--- src/rtl/cpu_axi_bridge_pkg.sv ---
// Shared encodings, default IDs and FSM state type for the core-to-AXI bridge.
package cpu_axi_bridge_pkg;

  localparam logic [1:0] BURST_INCR = 2'b01;

  localparam logic [2:0] SIZE_B = 3'b000;
  localparam logic [2:0] SIZE_H = 3'b001;
  localparam logic [2:0] SIZE_W = 3'b010;

  localparam int unsigned DEF_ID_W    = 4;
  localparam int unsigned DEF_INST_ID = 0;
  localparam int unsigned DEF_DATA_ID = 1;

  typedef enum logic [2:0] {
    StIdle,
    StDAr,
    StDR,
    StDAw,
    StDB,
    StIAr,
    StIR
  } state_e;

  // Illegal strobe patterns fall through to byte size.
  function automatic logic [2:0] wen_to_awsize(input logic [3:0] wen);
    logic [2:0] size;
    case (wen)
      4'b1111:          size = SIZE_W;
      4'b0011, 4'b1100: size = SIZE_H;
      default:          size = SIZE_B;
    endcase
    return size;
  endfunction

endpackage

--- src/rtl/cpu_axi_bridge_if.sv ---
// AXI3/AXI4 single-beat master bus as seen from the bridge (master) and crossbar (slave).
interface cpu_axi_bridge_if
  import cpu_axi_bridge_pkg::*;
#(
  parameter int unsigned ID_W = DEF_ID_W
) ();

  logic [ID_W-1:0] arid;
  logic [31:0]     araddr;
  logic [7:0]      arlen;
  logic [2:0]      arsize;
  logic [1:0]      arburst;
  logic            arvalid;
  logic            arready;

  logic [ID_W-1:0] rid;
  logic [31:0]     rdata;
  logic [1:0]      rresp;
  logic            rlast;
  logic            rvalid;
  logic            rready;

  logic [ID_W-1:0] awid;
  logic [31:0]     awaddr;
  logic [7:0]      awlen;
  logic [2:0]      awsize;
  logic [1:0]      awburst;
  logic            awvalid;
  logic            awready;

  logic [ID_W-1:0] wid;
  logic [31:0]     wdata;
  logic [3:0]      wstrb;
  logic            wlast;
  logic            wvalid;
  logic            wready;

  logic [ID_W-1:0] bid;
  logic [1:0]      bresp;
  logic            bvalid;
  logic            bready;

  modport master (
    output arid, araddr, arlen, arsize, arburst, arvalid,
    input  arready,
    input  rid, rdata, rresp, rlast, rvalid,
    output rready,
    output awid, awaddr, awlen, awsize, awburst, awvalid,
    input  awready,
    output wid, wdata, wstrb, wlast, wvalid,
    input  wready,
    input  bid, bresp, bvalid,
    output bready
  );

  modport slave (
    input  arid, araddr, arlen, arsize, arburst, arvalid,
    output arready,
    output rid, rdata, rresp, rlast, rvalid,
    input  rready,
    input  awid, awaddr, awlen, awsize, awburst, awvalid,
    output awready,
    input  wid, wdata, wstrb, wlast, wvalid,
    output wready,
    output bid, bresp, bvalid,
    input  bready
  );

endinterface

--- src/rtl/cpu_axi_bridge_axi_wr_ch.sv ---
// Tracks the independent AW and W handshakes of one write; both_done fires in the cycle
// the later of the two is accepted.
module cpu_axi_bridge_axi_wr_ch (
  input  logic clk,
  input  logic rst,
  input  logic i_start,
  input  logic i_awready,
  input  logic i_wready,
  output logic o_awvalid,
  output logic o_wvalid,
  output logic o_both_done
);

  logic r_awvalid;
  logic r_wvalid;
  logic r_aw_done;
  logic r_w_done;
  logic w_aw_ok;
  logic w_w_ok;

  assign w_aw_ok     = r_aw_done | (r_awvalid & i_awready);
  assign w_w_ok      = r_w_done | (r_wvalid & i_wready);
  assign o_both_done = w_aw_ok & w_w_ok;
  assign o_awvalid   = r_awvalid;
  assign o_wvalid    = r_wvalid;

  always_ff @(posedge clk) begin
    if (!rst) begin
      r_awvalid <= 1'b0;
      r_wvalid  <= 1'b0;
      r_aw_done <= 1'b0;
      r_w_done  <= 1'b0;
    end else if (i_start) begin
      r_awvalid <= 1'b1;
      r_wvalid  <= 1'b1;
      r_aw_done <= 1'b0;
      r_w_done  <= 1'b0;
    end else if (o_both_done) begin
      r_awvalid <= 1'b0;
      r_wvalid  <= 1'b0;
      r_aw_done <= 1'b0;
      r_w_done  <= 1'b0;
    end else begin
      if (r_awvalid && i_awready) begin
        r_awvalid <= 1'b0;
        r_aw_done <= 1'b1;
      end
      if (r_wvalid && i_wready) begin
        r_wvalid <= 1'b0;
        r_w_done <= 1'b1;
      end
    end
  end

endmodule

--- src/rtl/cpu_axi_bridge.sv ---
// Bridges the core's SRAM-like instruction/data ports onto one single-outstanding AXI master,
// stalling the pipeline until every access requested this cycle has completed.
module cpu_axi_bridge
  import cpu_axi_bridge_pkg::*;
#(
  parameter int unsigned ID_W    = DEF_ID_W,
  parameter int unsigned INST_ID = DEF_INST_ID,
  parameter int unsigned DATA_ID = DEF_DATA_ID
) (
  input  logic                   clk,
  input  logic                   rst,
  input  logic                   inst_sram_en,
  input  logic [31:0]            inst_sram_addr,
  output logic [31:0]            inst_sram_rdata,
  input  logic                   data_sram_en,
  input  logic [3:0]             data_sram_wen,
  input  logic [31:0]            data_sram_addr,
  input  logic [31:0]            data_sram_wdata,
  output logic [31:0]            data_sram_rdata,
  output logic                   stallreq_o,
  cpu_axi_bridge_if.master       axi
);

  state_e          r_state;
  logic            r_inst_done;
  logic            r_data_done;
  logic [31:0]     r_inst_rdata;
  logic [31:0]     r_data_rdata;
  logic            r_arvalid;
  logic [31:0]     r_araddr;
  logic [ID_W-1:0] r_arid;
  logic            r_rready;
  logic [31:0]     r_awaddr;
  logic [ID_W-1:0] r_awid;
  logic [2:0]      r_awsize;
  logic [31:0]     r_wdata;
  logic [3:0]      r_wstrb;
  logic            r_bready;

  logic w_inst_pend;
  logic w_data_pend;
  logic w_wr_start;
  logic w_both_done;
  logic w_unused;

  assign w_inst_pend = inst_sram_en & ~r_inst_done;
  assign w_data_pend = data_sram_en & ~r_data_done;
  assign stallreq_o  = w_inst_pend | w_data_pend;
  assign w_wr_start  = (r_state == StIdle) & w_data_pend & (data_sram_wen != 4'b0000);

  // Response IDs/status are not needed: only one transaction is ever in flight.
  assign w_unused = ^{axi.rid, axi.rresp, axi.rlast, axi.bid, axi.bresp};

  cpu_axi_bridge_axi_wr_ch u_wr_ch (
    .clk         (clk),
    .rst         (rst),
    .i_start     (w_wr_start),
    .i_awready   (axi.awready),
    .i_wready    (axi.wready),
    .o_awvalid   (axi.awvalid),
    .o_wvalid    (axi.wvalid),
    .o_both_done (w_both_done)
  );

  always_ff @(posedge clk) begin
    if (!rst) begin
      r_state      <= StIdle;
      r_inst_done  <= 1'b0;
      r_data_done  <= 1'b0;
      r_inst_rdata <= '0;
      r_data_rdata <= '0;
      r_arvalid    <= 1'b0;
      r_araddr     <= '0;
      r_arid       <= '0;
      r_rready     <= 1'b0;
      r_awaddr     <= '0;
      r_awid       <= '0;
      r_awsize     <= '0;
      r_wdata      <= '0;
      r_wstrb      <= '0;
      r_bready     <= 1'b0;
    end else begin
      if (!stallreq_o) begin
        r_inst_done <= 1'b0;
        r_data_done <= 1'b0;
      end
      unique case (r_state)
        StIdle: begin
          if (w_data_pend) begin
            if (data_sram_wen == 4'b0000) begin
              r_state   <= StDAr;
              r_arvalid <= 1'b1;
              r_araddr  <= data_sram_addr;
              r_arid    <= ID_W'(DATA_ID);
            end else begin
              r_state  <= StDAw;
              r_awaddr <= data_sram_addr;
              r_awid   <= ID_W'(DATA_ID);
              r_awsize <= wen_to_awsize(data_sram_wen);
              r_wdata  <= data_sram_wdata;
              r_wstrb  <= data_sram_wen;
            end
          end else if (w_inst_pend) begin
            r_state   <= StIAr;
            r_arvalid <= 1'b1;
            r_araddr  <= inst_sram_addr;
            r_arid    <= ID_W'(INST_ID);
          end
        end
        StDAr, StIAr: begin
          if (axi.arready) begin
            r_arvalid <= 1'b0;
            r_rready  <= 1'b1;
            r_state   <= (r_state == StDAr) ? StDR : StIR;
          end
        end
        StDR: begin
          if (axi.rvalid) begin
            r_rready     <= 1'b0;
            r_data_rdata <= axi.rdata;
            r_data_done  <= 1'b1;
            r_state      <= StIdle;
          end
        end
        StIR: begin
          if (axi.rvalid) begin
            r_rready     <= 1'b0;
            r_inst_rdata <= axi.rdata;
            r_inst_done  <= 1'b1;
            r_state      <= StIdle;
          end
        end
        StDAw: begin
          if (w_both_done) begin
            r_bready <= 1'b1;
            r_state  <= StDB;
          end
        end
        StDB: begin
          if (axi.bvalid) begin
            r_bready    <= 1'b0;
            r_data_done <= 1'b1;
            r_state     <= StIdle;
          end
        end
        default: r_state <= StIdle;
      endcase
    end
  end

  assign inst_sram_rdata = r_inst_rdata;
  assign data_sram_rdata = r_data_rdata;

  assign axi.arid    = r_arid;
  assign axi.araddr  = r_araddr;
  assign axi.arlen   = 8'd0;
  assign axi.arsize  = SIZE_W;
  assign axi.arburst = BURST_INCR;
  assign axi.arvalid = r_arvalid;
  assign axi.rready  = r_rready;
  assign axi.awid    = r_awid;
  assign axi.awaddr  = r_awaddr;
  assign axi.awlen   = 8'd0;
  assign axi.awsize  = r_awsize;
  assign axi.awburst = BURST_INCR;
  assign axi.wid     = r_awid;
  assign axi.wdata   = r_wdata;
  assign axi.wstrb   = r_wstrb;
  assign axi.wlast   = 1'b1;
  assign axi.bready  = r_bready;

endmodule

--- src/flat_wrapper.sv ---
// flat-port wrapper written by rule: the top's interface ports become plain ports
module cpu_axi_bridge_flat import cpu_axi_bridge_pkg::*;
#(
  parameter int unsigned ID_W    = DEF_ID_W,
  parameter int unsigned INST_ID = DEF_INST_ID,
  parameter int unsigned DATA_ID = DEF_DATA_ID
)
  (clk, rst, inst_sram_en, inst_sram_addr, inst_sram_rdata, data_sram_en, data_sram_wen, data_sram_addr, data_sram_wdata, data_sram_rdata, stallreq_o, axi_arid, axi_araddr, axi_arlen, axi_arsize, axi_arburst, axi_arvalid, axi_arready, axi_rid, axi_rdata, axi_rresp, axi_rlast, axi_rvalid, axi_rready, axi_awid, axi_awaddr, axi_awlen, axi_awsize, axi_awburst, axi_awvalid, axi_awready, axi_wid, axi_wdata, axi_wstrb, axi_wlast, axi_wvalid, axi_wready, axi_bid, axi_bresp, axi_bvalid, axi_bready);
  cpu_axi_bridge_if #(.ID_W(ID_W)) axi_i ();
  input  logic clk;
  input  logic rst;
  input  logic inst_sram_en;
  input  logic [31:0] inst_sram_addr;
  output logic [31:0] inst_sram_rdata;
  input  logic data_sram_en;
  input  logic [3:0] data_sram_wen;
  input  logic [31:0] data_sram_addr;
  input  logic [31:0] data_sram_wdata;
  output logic [31:0] data_sram_rdata;
  output logic stallreq_o;
  output wire logic [$bits(axi_i.arid)-1:0] axi_arid;
  output wire logic [$bits(axi_i.araddr)-1:0] axi_araddr;
  output wire logic [$bits(axi_i.arlen)-1:0] axi_arlen;
  output wire logic [$bits(axi_i.arsize)-1:0] axi_arsize;
  output wire logic [$bits(axi_i.arburst)-1:0] axi_arburst;
  output wire logic [$bits(axi_i.arvalid)-1:0] axi_arvalid;
  input wire logic [$bits(axi_i.arready)-1:0] axi_arready;
  input wire logic [$bits(axi_i.rid)-1:0] axi_rid;
  input wire logic [$bits(axi_i.rdata)-1:0] axi_rdata;
  input wire logic [$bits(axi_i.rresp)-1:0] axi_rresp;
  input wire logic [$bits(axi_i.rlast)-1:0] axi_rlast;
  input wire logic [$bits(axi_i.rvalid)-1:0] axi_rvalid;
  output wire logic [$bits(axi_i.rready)-1:0] axi_rready;
  output wire logic [$bits(axi_i.awid)-1:0] axi_awid;
  output wire logic [$bits(axi_i.awaddr)-1:0] axi_awaddr;
  output wire logic [$bits(axi_i.awlen)-1:0] axi_awlen;
  output wire logic [$bits(axi_i.awsize)-1:0] axi_awsize;
  output wire logic [$bits(axi_i.awburst)-1:0] axi_awburst;
  output wire logic [$bits(axi_i.awvalid)-1:0] axi_awvalid;
  input wire logic [$bits(axi_i.awready)-1:0] axi_awready;
  output wire logic [$bits(axi_i.wid)-1:0] axi_wid;
  output wire logic [$bits(axi_i.wdata)-1:0] axi_wdata;
  output wire logic [$bits(axi_i.wstrb)-1:0] axi_wstrb;
  output wire logic [$bits(axi_i.wlast)-1:0] axi_wlast;
  output wire logic [$bits(axi_i.wvalid)-1:0] axi_wvalid;
  input wire logic [$bits(axi_i.wready)-1:0] axi_wready;
  input wire logic [$bits(axi_i.bid)-1:0] axi_bid;
  input wire logic [$bits(axi_i.bresp)-1:0] axi_bresp;
  input wire logic [$bits(axi_i.bvalid)-1:0] axi_bvalid;
  output wire logic [$bits(axi_i.bready)-1:0] axi_bready;
  assign axi_arid = axi_i.arid;
  assign axi_araddr = axi_i.araddr;
  assign axi_arlen = axi_i.arlen;
  assign axi_arsize = axi_i.arsize;
  assign axi_arburst = axi_i.arburst;
  assign axi_arvalid = axi_i.arvalid;
  assign axi_i.arready = axi_arready;
  assign axi_i.rid = axi_rid;
  assign axi_i.rdata = axi_rdata;
  assign axi_i.rresp = axi_rresp;
  assign axi_i.rlast = axi_rlast;
  assign axi_i.rvalid = axi_rvalid;
  assign axi_rready = axi_i.rready;
  assign axi_awid = axi_i.awid;
  assign axi_awaddr = axi_i.awaddr;
  assign axi_awlen = axi_i.awlen;
  assign axi_awsize = axi_i.awsize;
  assign axi_awburst = axi_i.awburst;
  assign axi_awvalid = axi_i.awvalid;
  assign axi_i.awready = axi_awready;
  assign axi_wid = axi_i.wid;
  assign axi_wdata = axi_i.wdata;
  assign axi_wstrb = axi_i.wstrb;
  assign axi_wlast = axi_i.wlast;
  assign axi_wvalid = axi_i.wvalid;
  assign axi_i.wready = axi_wready;
  assign axi_i.bid = axi_bid;
  assign axi_i.bresp = axi_bresp;
  assign axi_i.bvalid = axi_bvalid;
  assign axi_bready = axi_i.bready;
  cpu_axi_bridge #(.ID_W(ID_W), .INST_ID(INST_ID), .DATA_ID(DATA_ID)) u_core (.clk(clk), .rst(rst), .inst_sram_en(inst_sram_en), .inst_sram_addr(inst_sram_addr), .inst_sram_rdata(inst_sram_rdata), .data_sram_en(data_sram_en), .data_sram_wen(data_sram_wen), .data_sram_addr(data_sram_addr), .data_sram_wdata(data_sram_wdata), .data_sram_rdata(data_sram_rdata), .stallreq_o(stallreq_o), .axi(axi_i));
endmodule
--- config.mk ---
export PLATFORM = sky130hd
export DESIGN_NAME = cpu_axi_bridge_flat
export DESIGN_NICKNAME = d
export VERILOG_FILES = /design/src/rtl/cpu_axi_bridge_pkg.sv /design/src/rtl/cpu_axi_bridge_if.sv /design/src/rtl/cpu_axi_bridge_axi_wr_ch.sv /design/src/rtl/cpu_axi_bridge.sv /design/src/flat_wrapper.sv
export SDC_FILE = /design/constraint.sdc
export NUM_CORES = 1
export LEC_CHECK = 0
export CAP_MARGIN = 20
export CELL_PAD_IN_SITES_DETAIL_PLACEMENT = 1
export CELL_PAD_IN_SITES_GLOBAL_PLACEMENT = 1
export CORE_MARGIN = 2
export CORE_UTILIZATION = 26
export CTS_BUF_LIST = sky130_fd_sc_hd__clkbuf_8 sky130_fd_sc_hd__clkbuf_16
export DETAILED_ROUTE_END_ITERATION = 6
export HOLD_SLACK_MARGIN = 0.12
export PLACE_DENSITY = 0.82
export SLEW_MARGIN = 40
export SYNTH_ARGS = -nofsm -noshare
export SYNTH_HDL_FRONTEND = slang
export SYNTH_HIERARCHICAL = 1
export SYNTH_SLANG_ARGS = --single-unit
--- constraint.sdc ---
create_clock -name clk -period 1.7 [get_ports clk]
set_clock_uncertainty 0.2 [all_clocks]
set_input_delay 0.17 -clock clk [delete_from_list [all_inputs] [get_ports clk]]
set_output_delay 0.17 -clock clk [all_outputs]
set_load 0.02 [all_outputs]
==> summary.txt <==
Final layout
  • Share of post-route cells with drive strength above 1: 12.3%
  • Ant. Diodes: 0
  • Post-Layout Cell Count: 1658
  • Layout area overhead: 71.4%
  • Nets: 1421
  • Final core occ: 45.5%
  • Layout filler cell count: 3247

Critical path
  • Critical R2R Launch: u_core/r_state[0]$_SDFFE_PN0P_
  • CP Launch Point: u_core/r_state[0]$_SDFFE_PN0P_
  • CP Capture Type: flip-flop
  • CP required: 1.86 ns
  • Slowest CP cell: and3b_2
  • Worst setup SP type: flip-flop
  • CP bufs+invs: 2
  • Crit-path leading delay family: simple AND/OR/NAND/NOR gates
  • WS Path Type: flip-flop to flip-flop
  • Reg-to-reg endpoint: u_core/data_sram_rdata[22]$_SDFFE_PN0P_
  • CP Depth: 6
  • Crit-path max cell delay: 0.37 ns
  • Reg2reg path depth: 6
  • Critical-path cell list: buf_12 -> nor2b_4 -> and3b_2 -> clkbuf_16 -> nand2_4 -> a21boi_2
  • Setup crit end: u_core/data_sram_rdata[22]$_SDFFE_PN0P_
  • Worst Path Max Fanout: 8
  • R2r setup slk: -0.02 ns
  • Crit path DAT: 1.88 ns

Detailed routing
  • Vias: 7584
  • Routed WL: 30600 um
  • DR DRC count: 0
  • Via density: 4.57
  • Number of DRC markers in iteration 0: 267
  • Antenna Nets Post-Route: 0
  • Wire per inst: 18.5 um
  • Pre-antenna DRT Iters: 4

Yosys
  • Distinct cell type count after synthesis: 42
  • Syn Inst Count: 888
  • Ys Warns: 6
  • Register area share after synthesis: 48.6%
  • Ys async rst share: 0%
  • Number of synthesized flops with an enable pin: 0
  • Cell Area, Synth: 0.00742 mm2
  • Avg Cell Area, Syn: 8.35 um2
  • Synthesized flop and latch total: 180
  • Synth Flop Type: dfxtp_1

Status
  • Failing checks: negative setup slack
  • Run status: finished with violations

Power
  • Reg power frac: 37.6%
  • Switching pwr: 4.34 mW
  • Clk pwr share: 31.4%
  • PD cells: 1010 mW/mm2
  • Cell Int Power: 8.54 mW
  • Switching fraction of total power: 33.7%
  • Leakage: 5.89 nW
  • Comb pwr share: 31.0%
  • Peak VDD IR: 479 uV

Timing
  • Final setup violation count: 6
  • Worst setup margin: -0.0195 ns
  • Final Cycle Share: 101%
  • Final Max Tran Viols: 0
  • RSZ-0062 raised after global routing: true
  • Final hold viol count: 0
  • Max Freq: 582 MHz
  • Minimum clock period: 1.72 ns
  • Final hold slack: 0.110 ns

Global route
  • Largest net degree at the start of global routing: 98
  • Number of global-route vias before repair: 7978
  • Gr ovfl total: 0
  • Initial antenna violation count: 0
  • Global-route wire length before repair: 45900 um
  • GRT Util Overall: 19.4%

Placement
  • Cell count after placement: 1547
  • Number of port buffers: 315
  • Post-DP HPWL: 19400 um
  • Post-place setup slack: -0.607 ns
  • GPL Wtd Cong: 0.801

Job
  • Max-Cap Viols: 0

Clock tree
  • Root Buffer Master: clkbuf_16
  • H-tree depth: 4
  • Deepest clock path buffer count: 2
  • CTS tree: built
  • CTS Buf Count: 17
  • Reg clk slew, reported paths: 0.08 ns
  • Worst-Skew Late Latency: 0.42 ns
  • Clock Sink Count: 180

Die
  • Initial core utilization: 26.6%
  • Die ar.: 0.0299 mm2
  • Chip width: 173 um
  • Ports: 363
  • Row count: 61
  • Die height: 173 um
  • Core ar.: 0.0279 mm2

Worst hold path
  • Hold crit path type: primary input to flip-flop
  • Number of cells on the worst hold path: 3
[layer usage]
layer	vias to the layer above	GRT usage (%)	routed length, um
met5	-	0	0
met1	3660	21.6	12400
li1	3661	-	-
met4	0	6.43	718
met3	38	4.66	1710
met2	225	35.9	15800
[what timing repair did]
action	CTS	global route
hold buffers	50	0
buffers inserted	11	8
gates cloned	7	5
setup endpoints to repair	345	129
pin swaps	5	33
hold endpoints to repair	114	0
resized for setup	212	124
[how the worst min path moves through the flow]
stage                                              endpoint  slack, ns                               start
CTS                      u_core/axi.awaddr[18]$_SDFFE_PN0P_       0.12                  data_sram_addr[18]
floorplan             u_core/u_wr_ch/o_awvalid$_SDFFE_PN0P_       0.10                                 rst
global placement          u_core/axi.awaddr[5]$_SDFFE_PN0P_       0.24   u_core/axi.awaddr[5]$_SDFFE_PN0P_
finish                    u_core/axi.wdata[29]$_SDFFE_PN0P_       0.11                 data_sram_wdata[29]
global route        u_core/data_sram_rdata[12]$_SDFFE_PN0P_       0.14                       axi_rdata[12]
detailed placement       u_core/axi.awaddr[14]$_SDFFE_PN0P_       0.25  u_core/axi.awaddr[14]$_SDFFE_PN0P_
[cell usage in the layout (no fill, tap or decap), drive strengths merged, types with 2 or more instances in the layout]
| master | netlist | final |
|---|---|---|
| dlygate4sd3 | 0 | 50 |
| a21oi | 7 | 7 |
| and3 | 2 | 2 |
| nand2 | 337 | 337 |
| nand3 | 2 | 2 |
| dlygate4sd2 | 0 | 178 |
| mux2i | 2 | 2 |
| nand4 | 32 | 32 |
| clkbuf | 47 | 22 |
| o21a | 3 | 3 |
| dfxtp | 180 | 180 |
| and2 | 3 | 3 |
| buf | 57 | 64 |
| nor2 | 5 | 5 |
| o211a | 32 | 32 |
| nor2b | 3 | 3 |
| nor3 | 3 | 3 |
| a21boi | 135 | 135 |
| nor3b | 3 | 3 |
| nand2b | 3 | 3 |
| o21ai | 7 | 7 |
| and3b | 2 | 2 |
| inv | 4 | 13 |
| nand3b | 6 | 6 |
| clkdlybuf4s50 | 0 | 134 |
| conb | 2 | 34 |
| clkinv | 0 | 4 |
[worst reg2reg max path, stage by stage (launching register included)]
cell and delay, ns:
dfxtp_4 0.36, buf_12 0.13, nor2b_4 0.16, and3b_2 0.38, clkbuf_16 0.24, nand2_4 0.05
a21boi_2 0.15
[layout make-up]
cell class | instances | area [um2] | share of cell area, %
timing repair buffer | 432 | 4410 | 34.7
clock inverter | 15 | 160 | 1.26
sequential | 180 | 3610 | 28.4
tap | 378 | 473 | 3.72
inverter | 4 | 27.5 | 0.217
multi-input combinational | 632 | 3610 | 28.4
clock buffer | 17 | 425 | 3.35
[cell usage after synthesis, drive strengths merged (2+ instances only)]
cell    number  area share (%)
and3b        2            0.24
nand2      337              17
conb         2            0.10
clkbuf      47             2.4
a21oi        7            0.57
o211a       32             4.3
buf         57             5.1
nor3         3            0.35
nand3        2            0.13
nand3b       6            0.61
nand2b       3            0.25
nor2         5            0.29
inv          4            0.20
a21boi     135              14
nor2b        3            0.25
and2         3            0.25
mux2i        2            0.44
o21ai        7            0.47
and3         2            0.17
nor3b        3            0.30
nand4       32             2.7
dfxtp      180              49
o21a         3            0.30
[power by group through the flow]
stage / clock, mW / combinational [mW] / sequential, mW
final: 4.05 / 3.99 / 4.85
after global routing: 4.38 / 4.26 / 4.90
after CTS: 4.18 / 3.72 / 4.84
after detailed placement: 0 / 3.45 / 4.95
after global placement: 0 / 3.39 / 4.93
after floorplan: 0 / 1.27 / 5.38
[metrics by stage]
step           TNS (ns)  cell area, um2  power [mW]
4_1_cts         -0.0309           12300        12.7
3_5_place_dp     -74.17           11000        8.40
6_report        -0.0540           12700        12.9
2_1_floorplan    -0.137            7540        6.65
3_3_place_gp     -63.60           11000        8.32
5_1_grt           -4.71           12700        13.5
[registers in the layout (all words and copies together) (netlist names), 2 cells and up]
register / flops
u_core/axi.araddr: 32
u_core/data_sram_rdata: 32
u_core/axi.awsize: 2
u_core/axi.wdata: 32
u_core/r_state: 3
u_core/axi.awaddr: 32
u_core/axi.wstrb: 4
u_core/inst_sram_rdata: 32
[kinds of logic after synthesis]
family | synth area share [%]
AND/OR/NAND/NOR | 23.0
AO/OA/AOI/OAI | 20.1
flip-flops | 48.6
buffers and inverters | 7.71
multiplexers | 0.439
other | 0.101
Power figures use the tool's default switching activity.
